$ cat src/rtl/serial_adder_ctrl_pkg.sv
// Shared definitions for the bit-serial adder: FSM state encoding and the
// legal WIDTH range, with a helper that checks a WIDTH against that range.
package serial_adder_ctrl_pkg;

  typedef enum logic [1:0] {
    ST_IDLE = 2'd0,
    ST_RUN  = 2'd1,
    ST_DONE = 2'd2
  } state_t;

  localparam int WIDTH_MIN = 2;
  localparam int WIDTH_MAX = 32;

  function automatic bit width_ok(input int w);
    return (w >= WIDTH_MIN) && (w <= WIDTH_MAX);
  endfunction

endpackage

$ cat src/rtl/serial_adder_ctrl_full_adder_cell.sv
// Single-bit full adder. This is the only arithmetic in the serial adder;
// the controller feeds it one bit pair per clock.
module full_adder_cell (
  input  logic a,
  input  logic b,
  input  logic cin,
  output logic s,
  output logic cout
);

  assign s    = a ^ b ^ cin;
  assign cout = (a & b) | (a & cin) | (b & cin);

endmodule

$ cat src/rtl/serial_adder_ctrl.sv
// Bit-serial WIDTH-bit adder. Operands are shifted LSB-first through one
// full-adder cell, the carry is kept in a flop between bits, and the sum is
// assembled MSB-in/shift-right. start/busy/done handshake; one addition per
// WIDTH+1 cycles when start is held.
module serial_adder_ctrl
  import serial_adder_ctrl_pkg::*;
#(
  parameter int WIDTH = 8
) (
  input  logic             clk,
  input  logic             rst,
  input  logic             start,
  input  logic [WIDTH-1:0] a,
  input  logic [WIDTH-1:0] b,
  input  logic             cin,
  output logic             busy,
  output logic             done,
  output logic [WIDTH-1:0] s,
  output logic             cout
);

  localparam int                CNT_W    = $clog2(WIDTH);
  localparam logic [CNT_W-1:0]  CNT_LAST = CNT_W'(WIDTH - 1);

  // Reject an out-of-range WIDTH at elaboration.
  if (!width_ok(WIDTH)) begin : g_bad_width
    $error("serial_adder_ctrl: WIDTH out of range");
  end

  state_t           state;
  logic [WIDTH-1:0] shift_a;
  logic [WIDTH-1:0] shift_b;
  logic [WIDTH-1:0] sum_sr;
  logic             carry;
  logic [CNT_W-1:0] cnt;

  logic             cell_s;
  logic             cell_cout;
  logic [WIDTH-1:0] sum_next;

  full_adder_cell u_cell (
    .a    (shift_a[0]),
    .b    (shift_b[0]),
    .cin  (carry),
    .s    (cell_s),
    .cout (cell_cout)
  );

  // New sum bit enters at the MSB and everything moves one place right.
  // The bit falling off the bottom is stale, so the final sum is sum_next
  // taken on the last RUN cycle.
  assign sum_next = WIDTH'({cell_s, sum_sr} >> 1);

  // FSM, counter, operand shifters, carry flop and registered outputs.
  // NOTE: every register here, including the datapath shifters, is cleared
  // by reset so a mid-operation abort leaves no residue for the next add.
  always_ff @(posedge clk or posedge rst) begin
    if (rst) begin
      state   <= ST_IDLE;
      shift_a <= '0;
      shift_b <= '0;
      sum_sr  <= '0;
      carry   <= 1'b0;
      cnt     <= '0;
      busy    <= 1'b0;
      done    <= 1'b0;
      s       <= '0;
      cout    <= 1'b0;
    end else begin
      // NOTE: non-blocking assignments throughout, so every right-hand side
      // reads the pre-edge value regardless of statement order.
      done <= 1'b0;
      case (state)
        ST_IDLE, ST_DONE: begin
          if (start) begin
            shift_a <= a;
            shift_b <= b;
            carry   <= cin;
            cnt     <= '0;
            busy    <= 1'b1;
            state   <= ST_RUN;
          end else begin
            state   <= ST_IDLE;
          end
        end
        ST_RUN: begin
          carry   <= cell_cout;
          sum_sr  <= sum_next;
          shift_a <= shift_a >> 1;
          shift_b <= shift_b >> 1;
          if (cnt == CNT_LAST) begin
            cnt   <= '0;
            s     <= sum_next;
            cout  <= cell_cout;
            busy  <= 1'b0;
            done  <= 1'b1;
            state <= ST_DONE;
          end else begin
            cnt   <= cnt + 1'b1;
          end
        end
        default: begin
          busy  <= 1'b0;
          state <= ST_IDLE;
        end
      endcase
    end
  end

endmodule

$ cat config.mk
export PLATFORM = sky130hd
export DESIGN_NAME = serial_adder_ctrl
export DESIGN_NICKNAME = d
export VERILOG_FILES = /design/src/rtl/serial_adder_ctrl_pkg.sv /design/src/rtl/serial_adder_ctrl_full_adder_cell.sv /design/src/rtl/serial_adder_ctrl.sv
export SDC_FILE = /design/constraint.sdc
export NUM_CORES = 1
export LEC_CHECK = 0
export CORE_ASPECT_RATIO = 1.5
export CORE_MARGIN = 4
export CORE_UTILIZATION = 35
export DETAILED_ROUTE_END_ITERATION = 6
export PLACE_DENSITY_LB_ADDON = 0.1
export SLEW_MARGIN = 15
export SYNTH_ARGS = -nofsm -noshare
export SYNTH_HDL_FRONTEND = slang
export SYNTH_SLANG_ARGS = --single-unit
$ cat constraint.sdc
create_clock -name clk -period 1.3 [get_ports clk]
set_input_delay 0.325 -clock clk [delete_from_list [all_inputs] [get_ports clk]]
set_output_delay 0.325 -clock clk [all_outputs]
set_load 0.02 [all_outputs]
Word-level counts from Yosys, hierarchy flattened
Cells that the tools add are included.
{"block": "word_totals", "register_bits": 41, "input_bits": 20, "word_cells": 46}
{"block": "op_classes", "addsub": 1, "eq_ne": 5, "muxes": 17, "bitwise_logic": 7, "reduce_logical": 6}
{"op": "case mux 8 bit (2 select lines)", "count": 2}
{"op": "two-way mux 8 bit", "count": 2}
{"op": "two-way mux 1 bit", "count": 6}
{"op": "two-way mux 3 bit", "count": 2}
{"op": "case mux 3 bit (2 select lines)", "count": 1}
{"op": "AND reduction 2 bit", "count": 3}
{"op": "inequality test 2 bit (second input constant)", "count": 2}
{"op": "case mux 1 bit (2 select lines)", "count": 2}
{"op": "case mux 2 bit (2 select lines)", "count": 1}
{"op": "adder 3 x 1 -> 3 bit (second input constant)", "count": 1}
{"op": "AND 1 bit", "count": 3}
{"op": "== test 3 bit (second input constant)", "count": 1}
{"op": "== test 2 x 1 -> 1 bit (second input constant)", "count": 1}
{"op": "== test 2 bit (second input constant)", "count": 1}
{"op": "logical NOT 2 bit", "count": 1}
{"op": "two-way mux 2 bit", "count": 1}
{"op": "OR 1 bit", "count": 2}
{"op": "nonzero test 2 bit", "count": 1}
{"op": "OR reduction 2 bit", "count": 1}
{"op": "bitwise XOR 1 bit", "count": 2}

Longest topological paths before layout
Gate-level depths: netlist (run 1).
{"block": "depth", "word_depth": 4, "depth_mapped": 6}

Hierarchy
From an unflattened synthesis (run 1), not the netlist that was laid out.
{"block": "unflattened", "cells_unflattened": 163, "area_unflattened_um2": 1803.0}
{"module": "serial_adder_ctrl", "n_inst": 1, "cells_each": 162, "area_per_inst_um2": 1783.0, "seq_area_each_um2": 1001.0}
{"module": "full_adder_cell", "n_inst": 1, "cells_each": 1, "area_per_inst_um2": 20.0, "seq_area_each_um2": 0.0}

Worst setup path before layout (run 1)
No wires, ideal clock.
{"block": "synth_path", "path_kind": "reg2reg", "start": "reg cnt[0]", "end": "reg cout", "setup_ns": 0.125, "arrival_time_ns": 1.206, "required_ns": 1.175, "path_slack_ns": -0.031, "stages_incl_launch_ff": 5, "n_path_buf": 0, "cell_sequence": "dfrtp_1 -> ha_1 -> ha_1 -> nand2_4 -> mux2_2"}
{"block": "synth_between", "elab_chain_cells": 2}
{"element": "start: declaration", "line": "serial_adder_ctrl.sv:35", "text": "logic [CNT_W-1:0] cnt;"}
{"element": "start signal: assignment", "line": "serial_adder_ctrl.sv:99", "text": "cnt <= cnt + 1'b1;"}
{"element": "== test 3 bit", "line": "serial_adder_ctrl.sv:91", "text": "if (cnt == CNT_LAST) begin"}
{"element": "AND reduction 2 bit (no line)"}
{"element": "end signal: assignment", "line": "serial_adder_ctrl.sv:94", "text": "cout <= cell_cout;"}
{"element": "end: declaration", "line": "serial_adder_ctrl.sv:19", "text": "output logic cout"}
No other way between the ends.
A chain may end at the register's enable or synchronous reset.

Worst setup path in the final report (run 1)
{"block": "layout_path", "start": "reg cnt[0]", "end": "reg s[3]"}
{"block": "layout_between", "elab_chain_cells": 2}
{"element": "== test 3 bit", "line": "serial_adder_ctrl.sv:91"}
{"element": "AND reduction 2 bit (no line)"}
{"element": "end signal: assignment", "line": "serial_adder_ctrl.sv:93", "text": "s <= sum_next;"}
{"element": "end: declaration", "line": "serial_adder_ctrl.sv:18", "text": "output logic [WIDTH-1:0] s,"}
No other way between the ends.

==> out/summary.txt, run 1 <==
synth unique cells -> 26
area of the die -> 6040 um2
DR iter-0 viols -> 15
Routed Antenna Nets -> 0
clock buffer depth -> 2
Routed WL -> 3.61 mm
met1 wire length -> 1.50 mm
pwr dens -> 2350 nW/um2
Post-layout nets -> 229
clock root cell -> clkbuf_8
Max stage delay on crit path -> 390 ps
clock-pin slew on the worst setup and hold paths -> 70 ps
Synth-to-Final Area Change -> 42.8%
clk_lat worst skew -> 280 ps
min Tclk post-route -> 1320 ps
RSZ-0062 raised after global routing -> true
routed length on met3 -> 129 um
pre-CTS WS -> -280 ps
CP max FO -> 7
Worst setup startpoint -> cnt[0]
Fmax achieved -> 760 MHz
Synth Instances -> 156
Static Leakage -> 1.13 nW
largest net degree at the start of global routing -> 41
initial antenna violation count -> 0
Detail Placement HPWL -> 2.50 mm
remaining routing DRC violations -> 0
First-pass DRT Iterations -> 4
Hold WC Path Type -> in2async
Final Slew Violations -> 0
r2r startpoint -> cnt[0]
Hold Fails Final Rpt -> 0
setup ws final -> -15.7 ps
warnings from Yosys -> 0
sequential-to-total area share from yosys stat -> 59.1%
Final Setup Violations -> 10
critical path endpoint -> s[3]
Crit-path slowest cell -> dfrtp_1
routed vias -> 1314
routed length on met2 -> 1.92 mm
Slew HR -> 81.1%
failing checks -> negative setup slack
total congestion overflow -> 0
routability congestion estimate -> 0.721
IO Port Bufs -> 30
Vias/cell -> 4.87
Final Cycle Share -> 101%
FF-to-FF path depth -> 5
Synth Net Count -> 179
DR WL/cell -> 13.4 um
IO Pins -> 31
Syn Area/Cell -> 10.9 um2
Crit Path Category -> reg2reg
CORE AREA -> 4620 um2
skew final -> 3.77 ps
R2R Setup Slk -> -20 ps
Die X -> 64.8 um
critical path, cell by cell -> ha_2 -> ha_4 -> nand2_8 -> inv_8 -> mux2_4
Num CTS Buffers -> 5
startpoint types -> flip-flop
Worst Setup End Kind -> flip-flop
Total GRT Usage -> 13.0%
flops & latches, synth -> 40
peak supply drop -> 0.000883 V
CTS tree -> done
max-cap violations -> 0
Clock Sinks -> 40
total power -> 5.69 mW
H-tree Lvls -> 2
hold slack -> 419 ps
first-pass GRT wire length -> 6.22 mm
ratio of cells with drive above 1 in the final layout -> 33.5%
Die Height -> 93.2 um
vias in the first global route -> 1401
Top Metal Used -> met4
slew at the pin with the worst max-slew slack -> 283 ps
Crit path required time -> 1470 ps
diodes inserted -> 0
Site Rows -> 30
Starting Density -> 36.7%
Post-Syn Area -> 1690 um2
RR Endpoint -> s[3]
status -> complete, but fails checks
crit path DAT -> 1480 ps
-- flip-flops by register name, summed over array words and instances (netlist names) --
| name | flops |
|---|---|
| sum_sr | 7 |
| cout | 1 |
| done | 1 |
| s | 8 |
| shift_a | 8 |
| shift_b | 8 |
| cnt | 3 |
| carry | 1 |
| state | 2 |
| busy | 1 |
-- cells by family after synthesis --
logic type	count (synthesis)	synth area share, %
simple gates	64	16.8
buf+inv	13	4.06
fa+ha+maj	3	2.66
mux	13	8.42
compound gates	23	9.01
flops	40	59.1
-- synth_stat cells --
master | count | area share, %
dfrtp_1 | 40 | 59
nand2_1 | 26 | 5.8
nor2_1 | 16 | 3.5
nor3_1 | 12 | 3.5
o22ai_1 | 12 | 4.4
mux2_2 | 10 | 6.6
buf_2 | 7 | 2.1
a22o_1 | 4 | 2.1
nand3_1 | 4 | 1.2
mux2i_1 | 3 | 1.8
o21ai_0 | 3 | 0.89
a22oi_1 | 2 | 0.89
ha_1 | 2 | 1.5
inv_1 | 2 | 0.44
nand2b_1 | 2 | 0.74
a211oi_1 | 1 | 0.44
a21oi_1 | 1 | 0.30
and2b_1 | 1 | 0.44
buf_4 | 1 | 0.44
buf_6 | 1 | 0.66
clkbuf_1 | 1 | 0.22
fa_1 | 1 | 1.2
inv_2 | 1 | 0.22
nand2_4 | 1 | 0.66
nor2b_1 | 1 | 0.37
nor2b_2 | 1 | 0.52
-- layout make-up --
cell class / count / area, um2
Sequential cell: 40 / 1000
Timing Repair Buffer: 53 / 483
Inverter: 3 / 18.8
Clock buffer: 7 / 96.3
Fill cell: 451 / 2200
Multi-Input combinational cell: 103 / 739
Tap cell: 64 / 80.1
-- metrics by stage --
stage	cell area [um2]	setup TNS, ps	utilization (%)	instances
after floorplan	1700	-79.7	-	156
after global routing	2420	-622	52.4	270
after global placement	2200	-4500	47.8	258
after CTS	2370	-385	51.4	268
final	2420	-122	52.4	270
after detailed placement	2200	-5150	47.8	258
-- critical path, delay by kind of cell (launching register included) --
kind          cells  cell delay, ps
simple gates      1             100
fa+ha+maj         2             380
flops             1             390
buf+inv           1              50
mux               1             280
-- placed cells by master (no fill, tap or decap), types with 6 or more instances in the layout --
cell	synthesis	layout
dfrtp_1	40	40
nand2_1	26	26
clkdlybuf4s50_1	0	18
buf_4	1	17
nor2_1	16	15
o22ai_1	12	12
nor3_2	0	9
clkbuf_2	0	9
clkbuf_8	0	7
mux2_2	10	6
-- metal layers --
layer	vias up	global-route usage [%]
met2	25	22.7
met4	0	4.23
met5	-	0
met1	645	15.2
li1	638	-
met3	6	3.49
-- timing repair --
action                                  in CTS  in global routing
hold buffers                                 0                  0
pin swaps                                    2                  3
endpoints found under the setup margin      22                 45
endpoints found under the hold margin        0                  0
gates resized for setup                     34                 28
setup buffers                                3                  2
-- where the power goes --
group	internal, mW	switching (mW)	leakage (nW)	total, mW
Sequential	1.82	0.375	0.492	2.20
Clock	0.473	0.398	0.0503	0.871
Combinational	1.35	1.28	0.587	2.63
-- worst min-delay path by stage --
stage	endpoint	slack (ps)	depth (start not counted)
after floorplan	sum_sr[1]	440	2
after global placement	sum_sr[1]	460	2
after detailed placement	sum_sr[1]	460	2
after CTS	shift_a[0]	420	3
after global routing	s[2]	440	3
final	s[2]	420	3
Power figures use the tool's default switching activity.
==> run 2: changes to the inputs <==
- SKIP_LAST_GASP: not set -> 1
==> run 2 against run 1 <==
Effect of this change: the run still ends with negative setup slack left; cell count is the same; highest routed layer unchanged; critical path type unchanged; worst setup slack is essentially flat; clock skew is the same; first-iteration DRC count is the same; via count is the same; largest power group unchanged; non-clock buffer count is the same; die area is the same.
==> out/summary.txt, run 2 (synthesis gave the netlist of run 1 again) <==
TNS Setup -> -122 ps (-0.109 ps)
clock-pin slew on the worst setup and hold paths -> 70 ps (about the same)
FF-to-FF path depth -> 5 (unchanged)
R2R Setup Slk -> -20 ps (about the same)
DR iter-0 viols -> 15 (unchanged)
Clock Sinks -> 40 (unchanged)
Fmax achieved -> 760 MHz (about the same)
Final Setup Violations -> 10 (unchanged)
routability congestion estimate -> 0.721 (unchanged)
critical path, cell by cell -> ha_2 -> ha_4 -> nand2_8 -> inv_8 -> mux2_4
combinational share of power -> 46.1% (about the same)
clock root cell -> clkbuf_8
gr busiest metal -> met2
Hold WC Path Type -> in2async
first-pass GRT wire length -> 6.22 mm (unchanged)
H-tree Lvls -> 2 (unchanged)
slew at the pin with the worst max-slew slack -> 283 ps (unchanged)
Routed WL -> 3.61 mm (unchanged)
IO Pins -> 31 (unchanged)
Site Rows -> 30 (unchanged)
crit path DAT -> 1480 ps (about the same)
GR Util met3 -> 3.49% (unchanged)
cts hold-fix bufs -> 0 (unchanged)
Slew HR -> 81.1% (unchanged)
met1 usage -> 15.2% (unchanged)
Die X -> 64.8 um (unchanged)
initial antenna violation count -> 0 (unchanged)
placed cell area -> 2200 um2 (unchanged)
Final Slew Violations -> 0 (unchanged)
area of the die -> 6040 um2 (unchanged)
total congestion overflow -> 0 (unchanged)
ratio of cells with drive above 1 in the final layout -> 33.5% (unchanged)
total power -> 5.69 mW (about the same)
peak supply drop -> 0.000883 V (about the same)
remaining routing DRC violations -> 0 (unchanged)
design area -> 2420 um2 (unchanged)
final core occ -> 52.4% (unchanged)
Vias/cell -> 4.87 (unchanged)
Worst Setup End Kind -> flip-flop
Num CTS Buffers -> 5 (unchanged)
Crit-path slowest cell -> dfrtp_1
Routed Antenna Nets -> 0 (unchanged)
Die Height -> 93.2 um (unchanged)
Post-layout nets -> 229 (unchanged)
Final Cycle Share -> 101% (about the same)
min Tclk post-route -> 1320 ps (+0.0213 ps)
largest registers -> s (8), shift_a (8), shift_b (8)
DR WL/cell -> 13.4 um (unchanged)
skew final -> 3.77 ps (unchanged)
setup ws final -> -15.7 ps (-0.0213 ps)
Pint -> 3.64 mW (about the same)
Crit path required time -> 1470 ps (about the same)
M2 GR Usage -> 22.7% (unchanged)
Total GRT Usage -> 13.0% (unchanged)
largest net degree at the start of global routing -> 41 (unchanged)
CTS tree -> done
pwr dens -> 2350 nW/um2 (about the same)
RSZ-0062 raised after global routing -> true
max-cap violations -> 0 (unchanged)
CORE AREA -> 4620 um2 (unchanged)
clock share of power -> 15.3% (about the same)
failing checks -> negative setup slack
Crit Path Category -> reg2reg
status -> complete, but fails checks
most common cell after layout, fill and taps aside -> dfrtp_1
commonest cells after routing, fill and taps aside -> 40 x dfrtp_1, 26 x nand2_1, 18 x clkdlybuf4s50_1
First-pass DRT Iterations -> 4 (unchanged)
Synth-to-Final Area Change -> 42.8% (unchanged)
hold slack -> 419 ps (-0.00400 ps)
share of power burned in registers -> 38.6% (about the same)
r2r startpoint -> cnt[0]
Net Sw Power -> 2.05 mW (about the same)
fill cell count -> 451 (unchanged)
Static Leakage -> 1.13 nW (about the same)
routed vias -> 1314 (unchanged)
IO Port Bufs -> 30 (unchanged)
CP max FO -> 7 (unchanged)
Starting Density -> 36.7% (unchanged)
Switching Fraction -> 36.0% (about the same)
Hold Fails Final Rpt -> 0 (unchanged)
clk_lat worst skew -> 280 ps (about the same)
RR Endpoint -> s[3]
diodes inserted -> 0 (unchanged)
Max stage delay on crit path -> 390 ps (about the same)
vias in the first global route -> 1401 (unchanged)
startpoint types -> flip-flop
clock buffer depth -> 2 (unchanged)
Detail Placement HPWL -> 2.50 mm (unchanged)
run 2: cell count changes in the layout (fill, tap and decap cells not counted), sizes merged:
cell	before	now
clkbuf	16	17
buf	24	23
run 2: worst max-delay path by stage:
stage / from / end
after CTS: cnt[1] / s[0]
after global routing: cnt[1] / cnt[0]
after floorplan: state[1] / s[0]
final: cnt[0] / s[3]
after detailed placement: start / shift_a[6]
after global placement: start / shift_a[6]
run 2: worst max-delay path: cells and delay by family (launching register included):
family / cells / cell delay (ps)
adder cells (fa/ha/maj): 2 / 380
buffers and inverters: 1 / 50
flip-flops: 1 / 390
multiplexers: 1 / 280
AND/OR/NAND/NOR: 1 / 100
run 2: cell type report:
type                    count  area (um2)  share of cell area [%]
inverters                   3        18.8                   0.776
multi-input cells         103         739                    30.6
well taps                  64        80.1                    3.31
flip-flops and latches     40        1000                    41.4
repair buffers             53         483                    20.0
clock buffers               7        96.3                    3.98
run 2: power by group through the flow:
stage                     combinational [mW]  sequential, mW  clock [mW]
after global routing                    2.91            2.27       0.968
final                                   2.63            2.20       0.871
after detailed placement                2.49            2.18           0
after floorplan                         1.38            2.29           0
after CTS                               2.55            2.17       0.907
after global placement                  2.44            2.15           0
run 2: through the flow:
step	worst slack, ps	std cells
floorplan	-12.3	156
global placement	-255	258
detailed placement	-280	258
CTS	-33.0	268
global route	-61.5	270
finish	-15.7	270
run 2: layer usage:
metal	routed length [um]	vias up
met4	48	0
met3	129	6
met5	0	-
met2	1920	25
met1	1500	645
li1	-	638
run 2: timing repair:
action	CTS	global route
endpoints found under the setup margin	22	45
setup buffers	3	2
pin swaps	2	3
gates resized for setup	33	28
